$ cat src/rtl/nvdla_csb2cmac_arb.sv
// ---------------------------------------------------------------------------
// nvdla_csb2cmac_arb
// Two-requester CSB arbiter in front of the CMAC register block. Requests from
// req0/req1 are granted round-robin into a single registered request channel.
// An in-order tag FIFO remembers which requester owns each response-expecting
// request, so responses coming back on the shared channel can be routed.
//
// Optional feature: define NVDLA_CSB2CMAC_ARB_TIMEOUT_EN to add a response
// timeout. It synthesises an error response after TIMEOUT_CYC cycles and
// pulses the extra output timeout_err.
//
// Ports
//   nvdla_core_clk / nvdla_core_rstn : clock, async active-low reset
//   reqN_pvld / reqN_prdy / reqN_pd  : requester N (0,1), 63-bit CSB request
//   csb2cmac_req_*                   : shared downstream request channel
//   cmac2csb_resp_valid / _pd        : shared response channel, no backpressure
//   respN_valid / respN_pd           : routed response to requester N
//   timeout_err                      : timeout pulse (only with the macro)
//   resp_orphan                      : pulse for a response with no owner
// ---------------------------------------------------------------------------
module nvdla_csb2cmac_arb #(
  parameter int OUTST_DEPTH = 4,
  parameter int TIMEOUT_CYC = 1024
) (
  input  logic        nvdla_core_clk,
  input  logic        nvdla_core_rstn,
  input  logic        req0_pvld,
  output logic        req0_prdy,
  input  logic [62:0] req0_pd,
  input  logic        req1_pvld,
  output logic        req1_prdy,
  input  logic [62:0] req1_pd,
  output logic        csb2cmac_req_pvld,
  input  logic        csb2cmac_req_prdy,
  output logic [62:0] csb2cmac_req_pd,
  input  logic        cmac2csb_resp_valid,
  input  logic [33:0] cmac2csb_resp_pd,
  output logic        resp0_valid,
  output logic [33:0] resp0_pd,
  output logic        resp1_valid,
  output logic [33:0] resp1_pd,
`ifdef NVDLA_CSB2CMAC_ARB_TIMEOUT_EN
  output logic        timeout_err,
`endif
  output logic        resp_orphan
);

  localparam int PW = $clog2(OUTST_DEPTH);
  localparam int CW = PW + 1;

  logic          r_pvld;
  logic [62:0]   r_pd;
  logic          r_last;
  logic [PW-1:0] r_wptr;
  logic [PW-1:0] r_rptr;
  logic [CW-1:0] r_count;
  logic          r_tags [OUTST_DEPTH];
  logic          r_resp0_valid;
  logic          r_resp1_valid;
  logic [33:0]   r_resp_pd;
  logic          r_orphan;

  logic          w_space;
  logic          w_need0;
  logic          w_need1;
  logic          w_elig0;
  logic          w_elig1;
  logic          w_load;
  logic          w_win;
  logic [62:0]   w_win_pd;
  logic          w_push;
  logic          w_real_pop;
  logic          w_pop;
  logic          w_head;
  logic [33:0]   w_resp_pd;

  // A request needs a response when it is a read or a non-posted write.
  assign w_need0 = ~req0_pd[54] | req0_pd[55];
  assign w_need1 = ~req1_pd[54] | req1_pd[55];

  // Eligibility uses the registered count only, so a pop in this cycle frees
  // a slot for the next cycle, not this one.
  assign w_space = r_count < CW'(OUTST_DEPTH);
  assign w_elig0 = req0_pvld & (~w_need0 | w_space);
  assign w_elig1 = req1_pvld & (~w_need1 | w_space);

  assign w_load   = (~r_pvld | csb2cmac_req_prdy) & (w_elig0 | w_elig1);
  // On a tie the requester not granted last wins; otherwise the lone one.
  assign w_win    = (w_elig0 & w_elig1) ? ~r_last : w_elig1;
  assign w_win_pd = w_win ? req1_pd : req0_pd;
  assign w_push   = w_load & (w_win ? w_need1 : w_need0);

  // Ready is held low during reset even though the state already looks idle.
  assign req0_prdy = nvdla_core_rstn & w_load & ~w_win;
  assign req1_prdy = nvdla_core_rstn & w_load & w_win;

  assign w_real_pop = cmac2csb_resp_valid & (r_count != '0);
  assign w_head     = r_tags[r_rptr];

`ifdef NVDLA_CSB2CMAC_ARB_TIMEOUT_EN
  localparam int TCW = $clog2(TIMEOUT_CYC);

  logic [TCW-1:0] r_tcnt;
  logic           r_timeout_err;
  logic           w_tmo;

  // A real response in the expiry cycle takes priority over the synthetic one.
  assign w_tmo     = ~cmac2csb_resp_valid & (r_count != '0) &
                     (r_tcnt == TCW'(TIMEOUT_CYC - 1));
  assign w_pop     = w_real_pop | w_tmo;
  assign w_resp_pd = w_tmo ? 34'h1_0000_0000 : cmac2csb_resp_pd;

  // The counter measures how long the current head has been waiting.
  always_ff @(posedge nvdla_core_clk or negedge nvdla_core_rstn) begin
    if (!nvdla_core_rstn) begin
      r_tcnt        <= '0;
      r_timeout_err <= 1'b0;
    end else begin
      r_timeout_err <= w_tmo;
      if ((r_count == '0) || w_pop) r_tcnt <= '0;
      else                          r_tcnt <= r_tcnt + TCW'(1);
    end
  end

  assign timeout_err = r_timeout_err;
`else
  assign w_pop     = w_real_pop;
  assign w_resp_pd = cmac2csb_resp_pd;
`endif

  // Control state: output valid, round-robin pointer, tag FIFO bookkeeping
  // and the registered response/orphan strobes.
  always_ff @(posedge nvdla_core_clk or negedge nvdla_core_rstn) begin
    if (!nvdla_core_rstn) begin
      r_pvld        <= 1'b0;
      r_last        <= 1'b1;
      r_wptr        <= '0;
      r_rptr        <= '0;
      r_count       <= '0;
      r_resp0_valid <= 1'b0;
      r_resp1_valid <= 1'b0;
      r_orphan      <= 1'b0;
    end else begin
      if (w_load)                 r_pvld <= 1'b1;
      else if (csb2cmac_req_prdy) r_pvld <= 1'b0;
      if (w_load) r_last <= w_win;
      if (w_push) r_wptr <= r_wptr + PW'(1);
      if (w_pop)  r_rptr <= r_rptr + PW'(1);
      case ({w_push, w_pop})
        2'b10:   r_count <= r_count + CW'(1);
        2'b01:   r_count <= r_count - CW'(1);
        default: r_count <= r_count;
      endcase
      r_resp0_valid <= w_pop & ~w_head;
      r_resp1_valid <= w_pop & w_head;
      r_orphan      <= cmac2csb_resp_valid & (r_count == '0);
    end
  end

  // Data registers carry no reset; they are only observed alongside a valid.
  always_ff @(posedge nvdla_core_clk) begin
    if (w_load) r_pd <= w_win_pd;
    if (w_pop)  r_resp_pd <= w_resp_pd;
    if (w_push) r_tags[r_wptr] <= w_win;
  end

  assign csb2cmac_req_pvld = r_pvld;
  assign csb2cmac_req_pd   = r_pd;
  assign resp0_valid       = r_resp0_valid;
  assign resp1_valid       = r_resp1_valid;
  assign resp0_pd          = r_resp_pd;
  assign resp1_pd          = r_resp_pd;
  assign resp_orphan       = r_orphan;

endmodule

$ cat config.mk
export PLATFORM = sky130hd
export DESIGN_NAME = nvdla_csb2cmac_arb
export DESIGN_NICKNAME = d
export VERILOG_FILES = /design/src/rtl/nvdla_csb2cmac_arb.sv
export SDC_FILE = /design/constraint.sdc
export NUM_CORES = 1
export LEC_CHECK = 0
export CAP_MARGIN = 20
export CELL_PAD_IN_SITES_DETAIL_PLACEMENT = 0
export CELL_PAD_IN_SITES_GLOBAL_PLACEMENT = 2
export CORE_ASPECT_RATIO = 0.9
export CORE_MARGIN = 4
export CORE_UTILIZATION = 22
export CTS_BUF_LIST = sky130_fd_sc_hd__clkbuf_4
export CTS_CLUSTER_SIZE = 24
export DETAILED_ROUTE_END_ITERATION = 6
export PLACE_DENSITY = 0.89
export SLEW_MARGIN = 15
export SYNTH_ARGS = -nofsm -noshare
export SYNTH_HDL_FRONTEND = slang
export SYNTH_SLANG_ARGS = --single-unit
$ cat constraint.sdc
create_clock -name nvdla_core_clk -period 3.95 [get_ports nvdla_core_clk]
set_input_delay 0.5925 -clock nvdla_core_clk [delete_from_list [all_inputs] [get_ports nvdla_core_clk]]
set_output_delay 0.5925 -clock nvdla_core_clk [all_outputs]
set_load 0.005 [all_outputs]
==> impl_metrics.toml <==
[sta]
worst_slew_pin_slew_ns = 0.634
tns_ns = 0
fin_skew_ns = 0.0175
finalWorstSetupSlack_ns = 1.03
setup_violations = 0
hold_ws_ns = 0.486
slew_violations = 0
min_period_over_period_pct = 74.0
rsz0062_at_grt = "false"
fmax_mhz = 342
relSlewSlack_pct = 57.6
finalCriticalPeriod_ns = 2.92
final-hold-violation-count = 0

[synthesis]
synthDistinctLibCells = 34
netlist_instances = 275
yosys.area.top_type = "edfxtp_1"
ys_ff_latch = 113
synth_ff_type = "edfxtp_1"
synth_area_leaders = "edfxtp_1 (61%), mux2_4 (14%), dfrtp_1 (5.5%)"
syn_nets = 447
netlist.area_leader.share_pct = 60.8
yosysWarnings = 0
synth_area_um2 = 4980
synthArstFlopShare_pct = 10.6
synth_common_cells = "edfxtp_1 (101), mux2_4 (48), buf_4 (34)"
synth_edf_count = 101
seq_area_frac_synth_pct = 66.9
synth.most_common_cell = "edfxtp_1"
avgSynthCellArea_um2 = 18.1

[critical_path]
critPathArrivalTime_ns = 2.33
cpPeakStageDelay_ns = 0.55
slowest_stage = "clkdlybuf4s50_1"
crit_chain = "clkdlybuf4s50_1, nor2b_2, o21a_1, a21o_4, nor2_1, clkdlybuf4s50_1"
startpoint = "req0_pd[54]"
start_kind = "input port"
path_max_fanout = 4
worst-setup-path-type = "in -> out"
worstPathRequired_ns = 3.36
cp_top_family = "buffers and inverters"
worst_setup_path_end_kind = "output port"
path_common_cell = "clkdlybuf4s50_1"
cp_num_buf_inv = 2
r2r_start = "r_last$_DFFE_PN1P_"

[clock_network]
cts_htree_levels = 4
clk_pin_slew_ns = 0.11
postCtsSetupBuffers = 0
hold_buffers = 0
cts.repair.resized = 0
cts_max_path_buffers = 2
cts.sinks = 113
cts_tree = "done"
clock_latency_ns = 0.49
ctsRootBufferMaster = "clkbuf_4"
cts_buffers = 17

[grt]
overflow = 0
grt_pass1_vias = 3704
antenna_found_initial = 1
grt_max_degree = 65
track_usage_pct = 11.7
grt_pass1_wl_um = 22200

[detailed_routing]
ant_nets = 0
drtPass1Iterations = 4
drtIter0Drc = 174
wirelength_um = 15300
viasPerCell = 3.81
drcViolationCount = 0
wl_per_cell_um = 17.7
via_count = 3292

[finish]
areaGrowthSynthToFinish_pct = 68.9
fin_area_um2 = 8420
drive_above_1_share_pct = 18.4
nets = 731

[pwr]
power_density_nw_per_um2 = 501
power_mw = 4.22
vdd_drop_max_uv = 188
power_leakage_nw = 3.18

[floorplan]
design.core.area_um2 = 22000
rows = 51
ioPinCount = 303
dieArea_um2 = 25100
die_y_um = 151
dieWidth_um = 167
start_util_pct = 22.7

[placement]
postPlaceCellArea_um2 = 8100
dp_hpwl_um = 12400
place_ws_ns = 0.855
gp_congestion = 0.771
numPortBuffers = 302

[run_status]
status = "complete, no violations"

[run]
max_cap_viol_count = 0

[hold_path]
min_path_type = "in -> async"
-- cell families (layout without fill, tap and decap cells) --
logic type                 Yosys count  in the layout  synth area share (%)
other                                0              1                     0
adders and majority gates            6              6                  1.66
DFF                                113            113                  66.9
xor gates and xnor gates             6              6                  1.05
and+or+nand+nor                     23             23                  2.46
muxes                               66             66                  18.7
AOI/OAI and AO/OA                   11             11                  1.96
buffers and inverters               50            347                  7.25
-- per-layer routing --
| layer | vias up | global-route usage [%] | routed length (um) | part of all wire (%) |
|---|---|---|---|---|
| met2 | 115 | 21.7 | 8540 | 56 |
| met5 | - | 0 | 0 | 0 |
| met3 | 13 | 4.28 | 952 | 6.2 |
| met4 | 0 | 3.35 | 216 | 1.4 |
| li1 | 1551 | - | - | - |
| met1 | 1613 | 12.5 | 5580 | 36 |
-- report_power, final --
group	switching, mW	total, mW	internal [mW]
Combinational	0.564	1.47	0.902
Clock	0.439	0.956	0.517
Sequential	0.125	1.80	1.67
-- worst reg2reg max path, cell delays in order, from the launching register on --
cell and delay, ns:
dfstp_2 0.59, nand2b_1 0.11, a22oi_1 0.10, a2111oi_4 0.57, inv_1 0.11, ha_1 0.25
inv_1 0.08, fa_1 0.17, xor2_1 0.15, nor2_1 0.06, xnor2_1 0.12
-- metrics by stage --
stage	util, %	instances
after global routing	38.4	864
after detailed placement	36.9	831
after CTS	38.3	863
after global placement	36.9	831
final	38.4	864
after floorplan	-	275
-- state kept, by name (all words and copies together), names as in the netlist --
signal             count
r_wptr                 2
resp1_valid            1
resp0_valid            1
resp0_pd              34
csb2cmac_req_pvld      1
r_count                3
csb2cmac_req_pd       63
r_rptr                 2
r_tags                 4
r_last                 1
resp_orphan            1
-- final cells by class --
cell class | instances | area [um^2]
repair buffers | 306 | 3070
flip-flops and latches | 113 | 3330
well taps | 291 | 364
multi-input cells | 112 | 1300
inverters | 9 | 33.8
diodes | 1 | 2.50
fillers | 2123 | 13500
clock buffers | 20 | 150
clock inverters | 12 | 166
-- path summary, 6_finish.rpt --
path / endpoint / slack (ns) / depth (start not counted)
setup / recovery: req1_prdy / 1.03 / 6
hold / removal: r_count[1]$_DFFE_PN0P_ / 0.49 / 1
setup reg to reg: r_count[2]$_DFFE_PN0P_ / 1.55 / 10
hold reg to reg: r_rptr[1]$_DFFE_PN0P_ / 0.50 / 1
max in group asynchronous: r_rptr[1]$_DFFE_PN0P_ / 3.05 / 1
min in group nvdla_core_clk: r_rptr[1]$_DFFE_PN0P_ / 0.50 / 1
-- placed cells by master (no fill, tap or decap), types with 5 or more instances in the layout --
master,instances
xnor2_1,5
and2_1,6
mux2_2,15
inv_1,8
clkbuf_4,20
ha_1,5
clkdlybuf4s50_1,302
mux2_4,48
edfxtp_1,101
dfrtp_1,11
Note: power is estimated with default switching activity, not from simulation.
